`src/rtl/serial_shift_add_mult_pkg.sv`:
```
// Shared definitions for the serial shift-and-add multiplier:
// FSM state encodings and the default operand width.
package serial_mult_pkg;

  localparam int MULT_N = 8;

  localparam logic [1:0] ST_IDLE = 2'd0;
  localparam logic [1:0] ST_RUN  = 2'd1;
  localparam logic [1:0] ST_DONE = 2'd2;

  typedef enum logic [1:0] {
    IDLE = ST_IDLE,
    RUN  = ST_RUN,
    DONE = ST_DONE
  } state_t;

endpackage

```
`src/rtl/serial_shift_add_mult_if.sv`:
```
// Request/response bundle of the serial multiplier: operands and start in,
// busy/done status and the 2N-bit product out.
interface serial_shift_add_mult_if
  import serial_mult_pkg::*;
#(
  parameter int N = MULT_N
);

  logic           start;
  logic [N-1:0]   multiplicand;
  logic [N-1:0]   multiplier;
  logic           busy;
  logic           done;
  logic [2*N-1:0] product;

  modport master (
    output start, multiplicand, multiplier,
    input  busy, done, product
  );

  modport slave (
    input  start, multiplicand, multiplier,
    output busy, done, product
  );

endinterface

```
`src/rtl/serial_shift_add_mult_cla_adder.sv`:
```
// N-bit carry-lookahead adder used by the multiplier's accumulate step.
// Each carry is formed from the generate/propagate terms rather than a ripple chain.
module cla_adder #(
  parameter int N = 8
) (
  input  logic [N-1:0] in1,
  input  logic [N-1:0] in2,
  input  logic         cin,
  output logic [N-1:0] sum,
  output logic         cout
);

  logic [N-1:0] g;
  logic [N-1:0] p;
  logic [N:0]   c;
  logic         t;

  assign g = in1 & in2;
  assign p = in1 ^ in2;

  // Carry into bit i+1 is the flattened lookahead expression over bits 0..i.
  always_comb begin
    t    = cin;
    c    = '0;
    c[0] = cin;
    for (int i = 0; i < N; i++) begin
      t = cin;
      for (int j = 0; j <= i; j++) begin
        t = g[j] | (p[j] & t);
      end
      c[i+1] = t;
    end
  end

  assign sum  = p ^ c[N-1:0];
  assign cout = c[N];

endmodule

```
`src/rtl/serial_shift_add_mult.sv`:
```
// Sequential unsigned shift-and-add multiplier: one multiplier bit per clock,
// fixed N+1 cycle latency from accepted start to the done pulse.
module serial_shift_add_mult
  import serial_mult_pkg::*;
#(
  parameter int N = MULT_N
) (
  input logic                  clk,
  input logic                  rst_n,
  serial_shift_add_mult_if.slave bus
);

  localparam int CNT_W = $clog2(N);

  state_t           state;
  logic [N-1:0]     mcand_q;
  logic [2*N-1:0]   acc;
  logic [CNT_W-1:0] count;
  logic [N-1:0]     hi;
  logic [N-1:0]     lo;
  logic [N-1:0]     addend;
  logic [N-1:0]     sum;
  logic             cout;

  assign hi          = acc[2*N-1:N];
  assign lo          = acc[N-1:0];
  assign addend      = lo[0] ? mcand_q : '0;
  assign bus.product = acc;

  cla_adder #(.N(N)) u_cla (
    .in1  (hi),
    .in2  (addend),
    .cin  (1'b0),
    .sum  (sum),
    .cout (cout)
  );

  // Control and datapath in one register block; the adder carry becomes the
  // new top bit so the shifted accumulator never drops a bit.
  always_ff @(posedge clk or negedge rst_n) begin
    if (!rst_n) begin
      state    <= IDLE;
      bus.busy <= 1'b0;
      bus.done <= 1'b0;
      acc      <= '0;
      count    <= '0;
      mcand_q  <= '0;
    end else begin
      unique case (state)
        IDLE: begin
          bus.done <= 1'b0;
          if (bus.start) begin
            mcand_q  <= bus.multiplicand;
            acc      <= {{N{1'b0}}, bus.multiplier};
            count    <= '0;
            bus.busy <= 1'b1;
            state    <= RUN;
          end
        end
        RUN: begin
          acc   <= {cout, sum, lo[N-1:1]};
          count <= count + 1'b1;
          if (count == CNT_W'(N - 1)) begin
            bus.done <= 1'b1;
            state    <= DONE;
          end
        end
        DONE: begin
          bus.done <= 1'b0;
          bus.busy <= 1'b0;
          state    <= IDLE;
        end
        default: begin
          bus.done <= 1'b0;
          bus.busy <= 1'b0;
          state    <= IDLE;
        end
      endcase
    end
  end

endmodule

```
`src/flat_wrapper.sv`:
```
// flat-port wrapper written by rule: the top's interface ports become plain ports
module serial_shift_add_mult_flat import serial_mult_pkg::*;
#(
  parameter int N = MULT_N
)
  (clk, rst_n, bus_start, bus_multiplicand, bus_multiplier, bus_busy, bus_done, bus_product);
  serial_shift_add_mult_if #(.N(N)) bus_i ();
  input logic clk;
  input logic rst_n;
  input wire logic [$bits(bus_i.start)-1:0] bus_start;
  input wire logic [$bits(bus_i.multiplicand)-1:0] bus_multiplicand;
  input wire logic [$bits(bus_i.multiplier)-1:0] bus_multiplier;
  output wire logic [$bits(bus_i.busy)-1:0] bus_busy;
  output wire logic [$bits(bus_i.done)-1:0] bus_done;
  output wire logic [$bits(bus_i.product)-1:0] bus_product;
  assign bus_i.start = bus_start;
  assign bus_i.multiplicand = bus_multiplicand;
  assign bus_i.multiplier = bus_multiplier;
  assign bus_busy = bus_i.busy;
  assign bus_done = bus_i.done;
  assign bus_product = bus_i.product;
  serial_shift_add_mult #(.N(N)) u_core (.clk(clk), .rst_n(rst_n), .bus(bus_i));
endmodule
```
`config.mk`:
```
export PLATFORM = sky130hd
export DESIGN_NAME = serial_shift_add_mult_flat
export DESIGN_NICKNAME = d
export VERILOG_FILES = /design/src/rtl/serial_shift_add_mult_pkg.sv /design/src/rtl/serial_shift_add_mult_if.sv /design/src/rtl/serial_shift_add_mult_cla_adder.sv /design/src/rtl/serial_shift_add_mult.sv /design/src/flat_wrapper.sv
export SDC_FILE = /design/constraint.sdc
export NUM_CORES = 1
export LEC_CHECK = 0
export ABC_CLOCK_PERIOD_IN_PS = 6400
export BUFFER_PORTS_ARGS = -buffer_cell sky130_fd_sc_hd__buf_2
export CAP_MARGIN = 20
export CORE_ASPECT_RATIO = 0.7
export CORE_UTILIZATION = 50
export CTS_BUF_LIST = sky130_fd_sc_hd__clkbuf_8
export DETAILED_ROUTE_END_ITERATION = 16
export HOLD_SLACK_MARGIN = 0.15
export PLACE_DENSITY = 0.82
export SLEW_MARGIN = 20
export SYNTH_ARGS = -nofsm -noshare
export SYNTH_HDL_FRONTEND = slang
export SYNTH_SLANG_ARGS = --single-unit
```
`constraint.sdc`:
```
create_clock -name clk -period 6.4 [get_ports clk]
set_clock_uncertainty 0.1 [all_clocks]
set_input_delay 0.64 -clock clk [delete_from_list [all_inputs] [get_ports clk]]
set_output_delay 0.64 -clock clk [all_outputs]
set_load 0.02 [all_outputs]
```
# ---- After elaboration in Yosys (flattened, before gate mapping)
# Cells that the tools add are included.
dict set report classes {
  bitwise 18
  addsub 1
  eq_ne 4
  mul 0
  shifts 0
  muxes 12
  n_reduce_logical 6
  div 0
  n_lt_le_gt_ge 0
}
# cell count
set op_table {}
lappend op_table {{16-bit case mux with 2 select lines} 1}
lappend op_table {{16-bit 2-to-1 mux} 1}
lappend op_table {{8-bit bitwise XOR} 2}
lappend op_table {{8-bit AND} 1}
lappend op_table {{8-bit 2-to-1 mux} 1}
lappend op_table {{2-bit AND reduction} 4}
lappend op_table {{1-bit AND} 7}
lappend op_table {{1-bit OR} 7}
lappend op_table {{3-bit case mux with 2 select lines} 1}
lappend op_table {{2-bit 2-to-1 mux} 2}
lappend op_table {{2-bit case mux with 2 select lines} 1}
lappend op_table {{3-bit by 1-bit adder with 3-bit output (second input constant)} 1}
lappend op_table {{3-bit equality test (second input constant)} 1}
lappend op_table {{1-bit 2-to-1 mux} 3}
lappend op_table {{3-bit 2-to-1 mux} 1}
lappend op_table {{2-bit by 1-bit equality test with 1-bit output (second input constant)} 1}
lappend op_table {{2-bit logical NOT} 1}
lappend op_table {{2-bit by 1-bit != test with 1-bit output (second input constant)} 1}
lappend op_table {{2-bit != test (second input constant)} 1}
lappend op_table {{1-bit case mux with 2 select lines} 1}
lappend op_table {{2-bit nonzero test} 1}
lappend op_table {{1-bit inverter} 1}
dict set report word_totals {
  ff_bits 31
  latchBits 0
  elab_cells 47
  n_memories 0
  mem_bits_ro 0
  out_inout_bits 18
  ramBits 0
}

# ---- Longest topological paths before layout
# Gate-level depths: netlist (run 1).
dict set report depth {
  word_depth 17
  mapped_depth 12
  depth_no_buf 11
}

# ---- By module
# From an unflattened synthesis (run 1), not the netlist that was laid out.
dict set report hier_totals {
  cells_unflattened 130
  area_unflattened_um2 1561.5
}
# module seq_area_each_um2 instances cells_per_inst area_per_inst_um2
set by_module_without_submodules {}
lappend by_module_without_submodules {serial_shift_add_mult 775.7 1 112 1363.8}
lappend by_module_without_submodules {cla_adder 0.0 1 18 197.7}

# ---- Worst setup path after synthesis (run 1)
# Ideal clock, no wire load.
dict set report synth_timing {
  kind {reg-to-reg}
  from {register u_core.acc[0] (netlist: u_core.bus.product[0])}
  to {register u_core.acc[14] (netlist: u_core.bus.product[14])}
  setup_time_ns 0.130
  path_stages_with_launch 13
  n_path_buf 1
  arrival_time_ns 3.806
  required_time_ns 6.170
  slack_ns 2.364
  synth_period_minus_slack_ns 4.036
  cell_sequence {dfrtp_1 > clkbuf_1 > and2_1 > ha_1 > inv_1 > fa_1 > fa_1 > fa_1 > fa_1 > fa_1 > fa_1 > fa_1 > o2bb2ai_1}
}
dict set report synth_via {
  elab_chain_len 16
  elab_cells_between_ends 17
  classes_between {mux (2); bitwise (15)}
}
# element line_no
set synth_lines {}
lappend synth_lines {{from (decl)} serial_shift_add_mult.sv:17} ;# logic [2*N-1:0] acc;
lappend synth_lines {{from (signal assigned)} serial_shift_add_mult.sv:54} ;# acc <= {{N{1'b0}}, bus.multiplier};
lappend synth_lines {{from (signal assigned)} serial_shift_add_mult.sv:61} ;# acc <= {cout, sum, lo[N-1:1]};
lappend synth_lines {{8-bit 2-to-1 mux *} serial_shift_add_mult.sv:27} ;# assign addend = lo[0] ? mcand_q : '0;
lappend synth_lines {{8-bit bitwise XOR or 8-bit AND (tied branches)} {serial_shift_add_mult_cla_adder.sv:19, serial_shift_add_mult_cla_adder.sv:18}}
lappend synth_lines {{1-bit AND} serial_shift_add_mult_cla_adder.sv:29} ;# t = g[j] | (p[j] & t);
lappend synth_lines {{1-bit OR} serial_shift_add_mult_cla_adder.sv:29}
lappend synth_lines {{1-bit AND} serial_shift_add_mult_cla_adder.sv:29}
lappend synth_lines {{1-bit OR} serial_shift_add_mult_cla_adder.sv:29}
lappend synth_lines {{1-bit AND} serial_shift_add_mult_cla_adder.sv:29}
lappend synth_lines {{1-bit OR} serial_shift_add_mult_cla_adder.sv:29}
lappend synth_lines {{1-bit AND} serial_shift_add_mult_cla_adder.sv:29}
lappend synth_lines {{1-bit OR} serial_shift_add_mult_cla_adder.sv:29}
lappend synth_lines {{1-bit AND} serial_shift_add_mult_cla_adder.sv:29}
lappend synth_lines {{1-bit OR} serial_shift_add_mult_cla_adder.sv:29}
lappend synth_lines {{1-bit AND} serial_shift_add_mult_cla_adder.sv:29}
lappend synth_lines {{1-bit OR} serial_shift_add_mult_cla_adder.sv:29}
lappend synth_lines {{8-bit bitwise XOR *} serial_shift_add_mult_cla_adder.sv:35} ;# assign sum = p ^ c[N-1:0];
lappend synth_lines {{16-bit case mux with 2 select lines *} serial_shift_add_mult.sv:49} ;# unique case (state)
# Every way passes the cells marked *; elsewhere a longest branch is shown, timed or not.
# A chain may end at the register's enable or synchronous reset.

# ---- Worst setup path after layout (run 1)
# Ends and elaborated chain as after synthesis.

==> results of run 1 <==
[synthesized netlist by cell type]
cell        n  area share
ha_1        3       0.025
mux2_2      9       0.066
nand2_1     7       0.017
a221oi_1    8       0.046
o21bai_2    1      0.0074
buf_6       1      0.0074
nor3b_4     1       0.012
clkbuf_1    3      0.0074
nand2b_1    3       0.012
nor2b_1     1      0.0041
nor3b_1     8       0.039
and2_1      2      0.0082
buf_1       1      0.0025
dfrtp_1    31        0.51
nor2b_2     1      0.0057
a21oi_1     2      0.0066
fa_1        7       0.092
buf_4       2      0.0098
nor2_1     10       0.025
a22o_1      2       0.011
inv_1      17       0.042
o2bb2ai_1   8       0.046
[layout make-up]
class / count / area [um2]
inverters: 17 / 63.8
clock buffers: 7 / 96.3
flip-flops and latches: 31 / 776
well taps: 36 / 45.0
multi-input cells: 73 / 647
fillers: 232 / 1030
repair buffers: 36 / 180
clock inverters: 1 / 3.75
[logic make-up after synthesis]
logic type	after synthesis	synth area share
simple gates	33	0.124
buf+inv	24	0.0688
mux	9	0.0663
flops	31	0.508
fa+ha+maj	10	0.116
compound gates	21	0.117
[per-layer routing]
metal,vias up,part of all wire
li1,503,-
met1,535,0.43
met2,26,0.50
met3,9,0.049
met4,0,0.024
met5,-,0
[state kept, by name, summed over array words and instances (netlist names)]
| name | cells |
|---|---|
| u_core.bus.busy | 1 |
| u_core.bus.product | 16 |
| u_core.bus.done | 1 |
| u_core.mcand_q | 8 |
| u_core.state | 2 |
| u_core.count | 3 |
[how the worst max path moves through the flow]
stage	slack, ns	cells past startpoint	to	from
3_3_place_gp	2.54	11	u_core.bus.product[14]	u_core.bus.product[0]
2_1_floorplan	2.36	12	u_core.bus.product[14]	u_core.bus.product[0]
6_report	2.42	11	u_core.bus.product[14]	u_core.bus.product[0]
4_1_cts	2.41	11	u_core.bus.product[14]	u_core.bus.product[0]
5_1_grt	2.25	11	u_core.bus.product[14]	u_core.bus.product[0]
3_5_place_dp	2.42	11	u_core.bus.product[14]	u_core.bus.product[0]
[stage by stage]
stage / instance area (um2) / std cells / setup slack [ns] / hold WS, ns / utilization
floorplan: 1530 / 128 / 2.36 / 0.244 / -
CTS: 1810 / 201 / 2.41 / 0.307 / 0.637
global placement: 1710 / 193 / 2.54 / 0.383 / 0.602
finish: 1810 / 201 / 2.42 / 0.284 / 0.637
detailed placement: 1710 / 193 / 2.42 / 0.395 / 0.602
global route: 1810 / 201 / 2.25 / 0.339 / 0.637
[power breakdown]
part           internal (uW)  leakage, uW  total [uW]  switching, uW
Combinational            202     0.000444         452            250
Sequential               295     0.000367         378           83.3
Clock                   96.3    0.0000557         167           70.5
Total                    593     0.000866         997            404
==> flow_metrics.py, run 1 <==
metrics = {
    "pwr": {
        "total_power_uw": 997,
        "powerDensity_mw_per_mm2": 550,
        "ir_drop_mv": 0.233,
        "leakage_uw": 0.000866,
    },
    "min_path": {
        "hold_class": "primary input to asynchronous set/reset pin",
    },
    "global_routing": {
        "grt_overflow": 0,
        "track_usage": 0.209,
        "antenna_found_initial": 0,
        "top_usage_layer": "met2",
        "grt_max_degree": 32,
        "use_met1": 0.251,
        "grtUsageMet2": 0.335,
        "grt_pass1_vias": 1020,
        "met3_usage": 0.0678,
        "grt_pass1_wl_um": 4610,
    },
    "routing": {
        "drt-pass1-iter-count": 4,
        "wirelength_um": 2970,
        "wl_per_cell_um": 14.8,
        "drc": 0,
        "ant_nets": 0,
        "vias": 1073,
        "drt_iter0_markers": 91,
        "via_per_inst": 5.34,
    },
    "setup_path": {
        "worstRegToRegCells": 11,
        "end_kind": "flip-flop",
        "reg2reg_from": "u_core.bus.product[0]",
        "worstReg2RegEnd": "u_core.bus.product[14]",
        "worst-path-buf-inv": 1,
        "crit_family": "adder cells",
        "max_stage_delay_ns": 0.51,
        "cp_slowest_cell": "dfrtp_1",
        "cp.arrival_ns": 4.04,
        "worst-path-max-fanout": 10,
        "critPathRequiredTime_ns": 6.46,
        "cp_cell_sequence": "and2_1 -> ha_1 -> inv_1 -> fa_1 -> fa_1 -> fa_1 -> fa_1 -> fa_1 -> fa_1 -> fa_1 -> o2bb2ai_1",
        "startpoint_type": "flip-flop",
        "cpMostUsedCell": "fa_1",
        "rrSetupSlack_ns": 2.42,
        "crit_type": "flip-flop to flip-flop",
    },
    "die": {
        "initial_core_util": 0.537,
        "die_h_um": 48.2,
        "die_area_mm2": 0.00328,
        "rows": 16,
        "die_x_um": 68.1,
        "core-area_mm2": 0.00284,
        "pin_count": 37,
    },
    "synth": {
        "syn_nets": 157,
        "ys_ff_latch": 31,
        "syn_inst": 128,
        "yosysSeqAreaShare": 0.508,
        "syn-mean-instance-area_um2": 11.9,
        "yosys_warnings": 0,
        "synth_area_mm2": 0.00153,
        "ys_types": 22,
    },
    "sta": {
        "drv_slew": 0,
        "setup_violations": 0,
        "timing.setup.tns_ns": 0,
        "clock.fmax_mhz": 251,
        "min_period_ns": 3.98,
        "timing.final.crit_share": 0.622,
        "tightest_slew_ns": 0.797,
        "relSlewSlack": 0.468,
        "grt_setup_unrepaired": "no",
        "final_hold_viol_count": 0,
    },
    "final_layout": {
        "nNetsFinal": 193,
        "diodes": 0,
        "mostFrequentLayoutCell": "buf_2",
        "final_cell_mix": "buf_2, dfrtp_1, inv_1",
        "drive_above_1_share": 0.333,
        "area_delta_synth_final_pct": 18.6,
    },
    "clock_network": {
        "htreeDepth": 2,
        "clk-insertion-delay-late_ns": 0.29,
        "cts_resized": 0,
        "clk_path_buf_depth": 2,
        "clkTransAtPathRegs_ns": 0.06,
        "cts_root_buf": "clkbuf_8",
        "cts_tree": "done",
        "clock_sinks": 31,
        "ctsHoldBuffers": 0,
        "post_cts_buffers": 0,
        "cts_made_buffers": 5,
    },
    "placed_design": {
        "portBuffers": 36,
        "gp_congestion": 0.792,
        "dp_hpwl_um": 2140,
    },
    "run_status": {
        "outcome": "finished clean",
    },
    "run": {
        "drv_cap": 0,
    },
}
Note: power is estimated with default switching activity, not from simulation.
==> run 2, diff against run 1 <==
--- a/config.mk
+++ b/config.mk
@@ -5,7 +5,8 @@
 export SDC_FILE = /design/constraint.sdc
 export NUM_CORES = 1
 export LEC_CHECK = 0
-export ABC_CLOCK_PERIOD_IN_PS = 6400
+export ABC_AREA = 1
+export ABC_CLOCK_PERIOD_IN_PS = 3350
 export BUFFER_PORTS_ARGS = -buffer_cell sky130_fd_sc_hd__buf_2
 export CAP_MARGIN = 20
 export CORE_ASPECT_RATIO = 0.7
@@ -13,7 +14,7 @@
 export CTS_BUF_LIST = sky130_fd_sc_hd__clkbuf_8
 export DETAILED_ROUTE_END_ITERATION = 16
 export HOLD_SLACK_MARGIN = 0.15
-export PLACE_DENSITY = 0.82
+export PLACE_DENSITY = 0.84
 export SLEW_MARGIN = 20
 export SYNTH_ARGS = -nofsm -noshare
 export SYNTH_HDL_FRONTEND = slang
==> constraint.sdc (replaced) <==
create_clock -name clk -period 3.35 [get_ports clk]
set_clock_uncertainty 0.1 [all_clocks]
set_input_delay 0.335 -clock clk [delete_from_list [all_inputs] [get_ports clk]]
set_output_delay 0.335 -clock clk [all_outputs]
set_load 0.02 [all_outputs]
==> flow_metrics.py, run 2 <==
metrics = {
    "synth": {
        "syn_inst": 185,
        "synth_ff_type": "dfrtp_1",
        "synth_commonest_cells": "nand2_1, inv_1, dfrtp_1",
        "ys_types": 19,
        "yosysSeqAreaShare": 0.448,
        "yosys_warnings": 0,
        "syn_nets": 214,
        "async_flop_share": 1.00,
        "synth_area_mm2": 0.00173,
        "synth_edf_count": 0,
        "synth_area_leaders": "dfrtp_1, nand3_1, fa_1",
        "ys_ff_latch": 31,
        "syn-mean-instance-area_um2": 9.37,
        "synthMostInstantiatedCell": "nand2_1",
        "synth_top_cell_by_area": "dfrtp_1",
        "yosys.area.top_type_share": 0.448,
    },
    "run": {
        "drv_cap": 0,
    },
    "final_layout": {
        "nNetsFinal": 254,
        "mostFrequentLayoutCell": "nand2_1",
        "largest_reg_flops": 16,
        "final_cells": 273,
        "drive_above_1_share": 0.323,
        "area_delta_synth_final_pct": 16.6,
        "diodes": 0,
        "final_cell_mix": "nand2_1, inv_1, buf_2",
        "nFillCells": 291,
        "multi_input_area_um2": 741,
        "post-route-util": 0.625,
        "seqCellArea_um2": 777,
    },
    "clock_network": {
        "htreeDepth": 2,
        "cts_root_buf": "clkbuf_8",
        "clk-insertion-delay-late_ns": 0.29,
        "clkTransAtPathRegs_ns": 0.07,
        "cts_made_buffers": 5,
        "cts_tree": "done",
        "cts_resized": 0,
        "clk_path_buf_depth": 2,
        "clock_sinks": 31,
    },
    "pwr": {
        "powerDensity_mw_per_mm2": 941,
        "leakage_uw": 0.00107,
        "ir_drop_mv": 0.477,
    },
    "placed_design": {
        "portBuffers": 36,
        "preCtsSetupSlack_ns": -0.168,
        "dp.cells": 263,
        "dp_hpwl_um": 2250,
        "gp_congestion": 0.798,
    },
    "routing": {
        "wl_per_cell_um": 11.8,
        "wirelength_um": 3230,
        "drt-pass1-iter-count": 4,
        "via_per_inst": 4.84,
        "drt_iter0_markers": 129,
        "wl_met3_um": 236,
        "vias": 1320,
        "m1WireLength_um": 1540,
        "highest_layer": "met4",
        "drc": 0,
        "ant_nets": 0,
        "wl_met2_um": 1390,
    },
    "die": {
        "initial_core_util": 0.536,
        "pin_count": 37,
        "die_area_mm2": 0.00371,
        "die_h_um": 51.3,
        "rows": 17,
        "core-area_mm2": 0.00323,
        "die_x_um": 72.4,
    },
    "sta": {
        "timing.final.crit_share": 1.04,
        "setup_slack_ns": -0.126,
        "timing.setup.tns_ns": -0.144,
        "whs_ns": 0.183,
        "grt_setup_unrepaired": "yes",
        "min_period_ns": 3.48,
        "setup_violations": 2,
        "clock.fmax_mhz": 288,
        "tightest_slew_ns": 0.690,
        "relSlewSlack": 0.540,
        "final_hold_viol_count": 0,
        "drv_slew": 0,
    },
    "setup_path": {
        "end_kind": "flip-flop",
        "crit_type": "flip-flop to flip-flop",
        "worstRegToRegCells": 12,
        "worstReg2RegEnd": "u_core.bus.product[14]",
        "reg2reg_from": "u_core.mcand_q[0]",
        "rrSetupSlack_ns": -0.13,
        "worst-path-max-fanout": 2,
        "startpoint_type": "flip-flop",
        "cp.arrival_ns": 3.54,
        "critPathRequiredTime_ns": 3.41,
    },
    "min_path": {
        "hold-path-cell-count": 3,
        "holdPathEnd": "u_core.mcand_q[7]",
        "hold_class": "primary input to flip-flop",
        "hp-start": "bus_multiplicand[7]",
    },
    "run_status": {
        "outcome": "finished, violations left",
        "violations": "negative setup slack",
    },
    "global_routing": {
        "grt_max_degree": 39,
        "grt_overflow": 0,
        "grt_pass1_wl_um": 5250,
        "track_usage": 0.197,
        "antenna_found_initial": 0,
        "grt_pass1_vias": 1147,
    },
}
[run 2: cell types whose count changed after synthesis, sizes merged, moves of 5 or more]
cell	delta
nor2	-5
nand2	+34
buf	+5
nor3b	-9
nand3	+35
o2bb2ai	-8
a221oi	-8
mux2	-9
o21ai	+17
inv	+19
[run 2: cell families after synthesis]
group           synth area share
buf+inv                    0.134
compound gates            0.0693
simple gates               0.247
flops                      0.448
fa+ha+maj                  0.103
[run 2: metal layers]
layer,up-vias,GRT usage
li1,652,-
met1,616,0.273
met2,45,0.273
met3,7,0.0828
met4,0,0.0719
met5,-,0
[run 2: worst max path at each step]
| stage | startpoint | end | slack (ns) | cells past startpoint |
|---|---|---|---|---|
| 2_1_floorplan | u_core.bus.product[0] | u_core.bus.product[14] | -0.25 | 13 |
| 3_3_place_gp | u_core.bus.product[0] | u_core.bus.product[14] | -0.08 | 12 |
| 3_5_place_dp | u_core.mcand_q[0] | u_core.bus.product[14] | -0.17 | 12 |
| 4_1_cts | u_core.mcand_q[0] | u_core.bus.product[14] | -0.14 | 12 |
| 5_1_grt | u_core.mcand_q[0] | u_core.bus.product[14] | -0.25 | 12 |
| 6_report | u_core.mcand_q[0] | u_core.bus.product[14] | -0.13 | 12 |
[run 2: per-stage QoR]
| step | total power (uW) | area, um2 |
|---|---|---|
| 6_report | 1900 | 2020 |
| 5_1_grt | 2070 | 2020 |
| 4_1_cts | 1920 | 2020 |
| 3_5_place_dp | 1630 | 1920 |
| 3_3_place_gp | 1590 | 1920 |
| 2_1_floorplan | 1430 | 1760 |
[run 2: repair_timing]
item | CTS | global route
pin swaps | 1 | 0
hold endpoints to repair | 31 | 0
hold buffers | 1 | 0
endpoints found under the setup margin | 2 | 2
buffers inserted | 1 | 0
[run 2: area by class of cell]
class,count,area share
clock buffer,5,0.0341
clock inverter,3,0.00619
inverter,36,0.0669
multi-input combinational,109,0.367
sequential,31,0.385
tap,47,0.0291
timing repair buffer,42,0.113
[run 2: critical path, cell delays in order, from the launching register on]
cell and delay [ns]:
dfrtp_1 0.34, nand2_1 0.05, inv_1 0.05, ha_1 0.14, inv_1 0.06, fa_2 0.34, fa_2 0.35, fa_2 0.35
fa_2 0.34, fa_2 0.34, fa_2 0.34, fa_1 0.48, o21ai_1 0.06
[run 2: power breakdown]
group	total, uW	switching, uW	internal [uW]	leakage [uW]
logic	941	580	361	0.000635
registers	679	129	550	0.000380
clock network	281	142	139	0.0000505
==> run 3, diff against run 2 <==
--- a/config.mk
+++ b/config.mk
@@ -9,13 +9,11 @@
 export ABC_CLOCK_PERIOD_IN_PS = 3350
 export BUFFER_PORTS_ARGS = -buffer_cell sky130_fd_sc_hd__buf_2
 export CAP_MARGIN = 20
-export CORE_ASPECT_RATIO = 0.7
 export CORE_UTILIZATION = 50
 export CTS_BUF_LIST = sky130_fd_sc_hd__clkbuf_8
 export DETAILED_ROUTE_END_ITERATION = 16
 export HOLD_SLACK_MARGIN = 0.15
 export PLACE_DENSITY = 0.84
-export SLEW_MARGIN = 20
 export SYNTH_ARGS = -nofsm -noshare
 export SYNTH_HDL_FRONTEND = slang
 export SYNTH_SLANG_ARGS = --single-unit
==> flow_metrics.py, run 3 (synthesis results as in run 2) <==
metrics = {
    "clock_network": {
        "clkTransAtPathRegs_ns": 0.06,
        "htreeDepth": 2,
        "cts_made_buffers": 5,
        "clk_path_buf_depth": 2,
        "clk-insertion-delay-late_ns": 0.28,
        "cts_tree": "done",
        "clock_sinks": 31,
        "cts_root_buf": "clkbuf_8",
    },
    "final_layout": {
        "drive_above_1_share": 0.318,
        "nFillCells": 294,
        "final_cell_mix": "nand2_1, buf_2, inv_1",
        "largest_reg_flops": 16,
        "area_delta_synth_final_pct": 15.6,
        "mostFrequentLayoutCell": "nand2_1",
        "nNetsFinal": 253,
        "diodes": 0,
        "final_cells": 269,
    },
    "run_status": {
        "violations": "negative setup slack",
        "outcome": "finished, violations left",
    },
    "global_routing": {
        "antenna_found_initial": 0,
        "grtUsageMet2": 0.292,
        "use_met1": 0.252,
        "track_usage": 0.194,
        "top_usage_layer": "met2",
        "grt_max_degree": 39,
        "grt_overflow": 0,
        "grt_pass1_wl_um": 5050,
        "met3_usage": 0.0533,
        "grt_pass1_vias": 1149,
    },
    "routing": {
        "wirelength_um": 3080,
        "via_per_inst": 4.94,
        "drc": 0,
        "drt-pass1-iter-count": 4,
        "drt_iter0_markers": 41,
        "vias": 1329,
        "wl_per_cell_um": 11.5,
        "ant_nets": 0,
    },
    "sta": {
        "final_hold_viol_count": 0,
        "setup_slack_ns": -0.159,
        "clock.fmax_mhz": 285,
        "relSlewSlack": 0.538,
        "setup_violations": 2,
        "tightest_slew_ns": 0.693,
        "min_period_ns": 3.51,
        "grt_setup_unrepaired": "yes",
        "timing.final.crit_share": 1.05,
        "drv_slew": 0,
    },
    "setup_path": {
        "critPathRequiredTime_ns": 3.40,
        "max_stage_delay_ns": 0.49,
        "worst-path-max-fanout": 2,
        "cp.arrival_ns": 3.56,
        "cp_cell_sequence": "nand2_1 -> inv_1 -> ha_1 -> inv_1 -> fa_2 -> fa_2 -> fa_2 -> fa_2 -> fa_2 -> fa_2 -> fa_1 -> o21ai_1",
        "cpMostUsedCell": "fa_2",
        "reg2reg_from": "u_core.mcand_q[0]",
        "startpoint_type": "flip-flop",
        "cp_slowest_cell": "fa_1",
        "crit_type": "flip-flop to flip-flop",
        "end_kind": "flip-flop",
        "crit_start": "u_core.mcand_q[0]",
    },
    "die": {
        "die_area_mm2": 0.00371,
        "die_h_um": 60.9,
        "core-area_mm2": 0.00334,
        "pin_count": 37,
        "initial_core_util": 0.519,
        "rows": 21,
        "die_x_um": 60.9,
    },
    "placed_design": {
        "gp_congestion": 0.723,
        "dp.cells": 261,
        "dp_hpwl_um": 2160,
        "portBuffers": 36,
    },
    "pwr": {
        "ir_drop_mv": 0.392,
        "leakage_uw": 0.00105,
        "powerDensity_mw_per_mm2": 933,
        "total_power_uw": 1870,
    },
    "min_path": {
        "hp-start": "bus_multiplicand[7]",
        "hold_class": "primary input to flip-flop",
    },
    "run": {
        "drv_cap": 0,
    },
}
-- run 3: worst paths after layout --
check	to	slack [ns]	depth (start not counted)
worst max-delay path	u_core.bus.product[14]	-0.16	12
worst min-delay path	u_core.mcand_q[7]	0.19	3
worst max register to register	u_core.bus.product[14]	-0.16	12
worst min register to register	u_core.mcand_q[5]	0.38	2
max in group asynchronous	u_core.bus.product[0]	2.12	2
min in group asynchronous	u_core.bus.product[4]	0.54	2
-- run 3: routing by layer --
metal  vias to the layer above  share of wire  wire, um
li1                        650              -         -
met1                       639           0.46      1410
met2                        31           0.47      1460
met3                         9          0.045       140
met4                         0          0.025        76
met5                         -              0         0
-- run 3: timing repair --
| action | 4_1_cts | 5_1_grt |
|---|---|---|
| endpoints found under the setup margin | 2 | 2 |
| gates resized for setup | 0 | 0 |
| hold endpoints to repair | 31 | 0 |
| hold buffers | 1 | 0 |
| pin swaps | 2 | 0 |
| buffers inserted | 0 | 1 |
-- run 3: layout make-up --
class | count | area [um2] | share of cell area
repair buffers | 41 | 220 | 0.110
clock buffers | 5 | 68.8 | 0.0344
well taps | 46 | 57.6 | 0.0287
flip-flops and latches | 31 | 777 | 0.388
inverters | 36 | 135 | 0.0675
clock inverters | 1 | 3.75 | 0.00187
multi-input cells | 109 | 741 | 0.370
-- run 3: worst max-delay path: cells and delay by family, from the launching register on --
family / cells / cell delay, ns
flops: 1 / 0.35
buf+inv: 2 / 0.10
fa+ha+maj: 8 / 2.71
compound gates: 1 / 0.07
simple gates: 1 / 0.06
-- run 3: stage by stage --
stage	TNS (ns)	instance area [um2]	setup WS, ns	util	hold WS [ns]
finish	-0.202	2000	-0.159	0.600	0.191
global route	-0.464	2000	-0.295	0.600	0.191
CTS	-0.214	2000	-0.165	0.598	0.188
detailed placement	-0.186	1910	-0.154	0.573	0.321
global placement	-0.0762	1910	-0.0762	0.573	0.317
floorplan	-0.375	1760	-0.248	-	-0.0606
-- run 3: where the power goes --
part | switching (uW) | leakage (uW) | total (uW) | internal (uW)
clock | 127 | 0.0000413 | 262 | 135
combinational | 577 | 0.000630 | 930 | 353
sequential | 127 | 0.000380 | 678 | 551
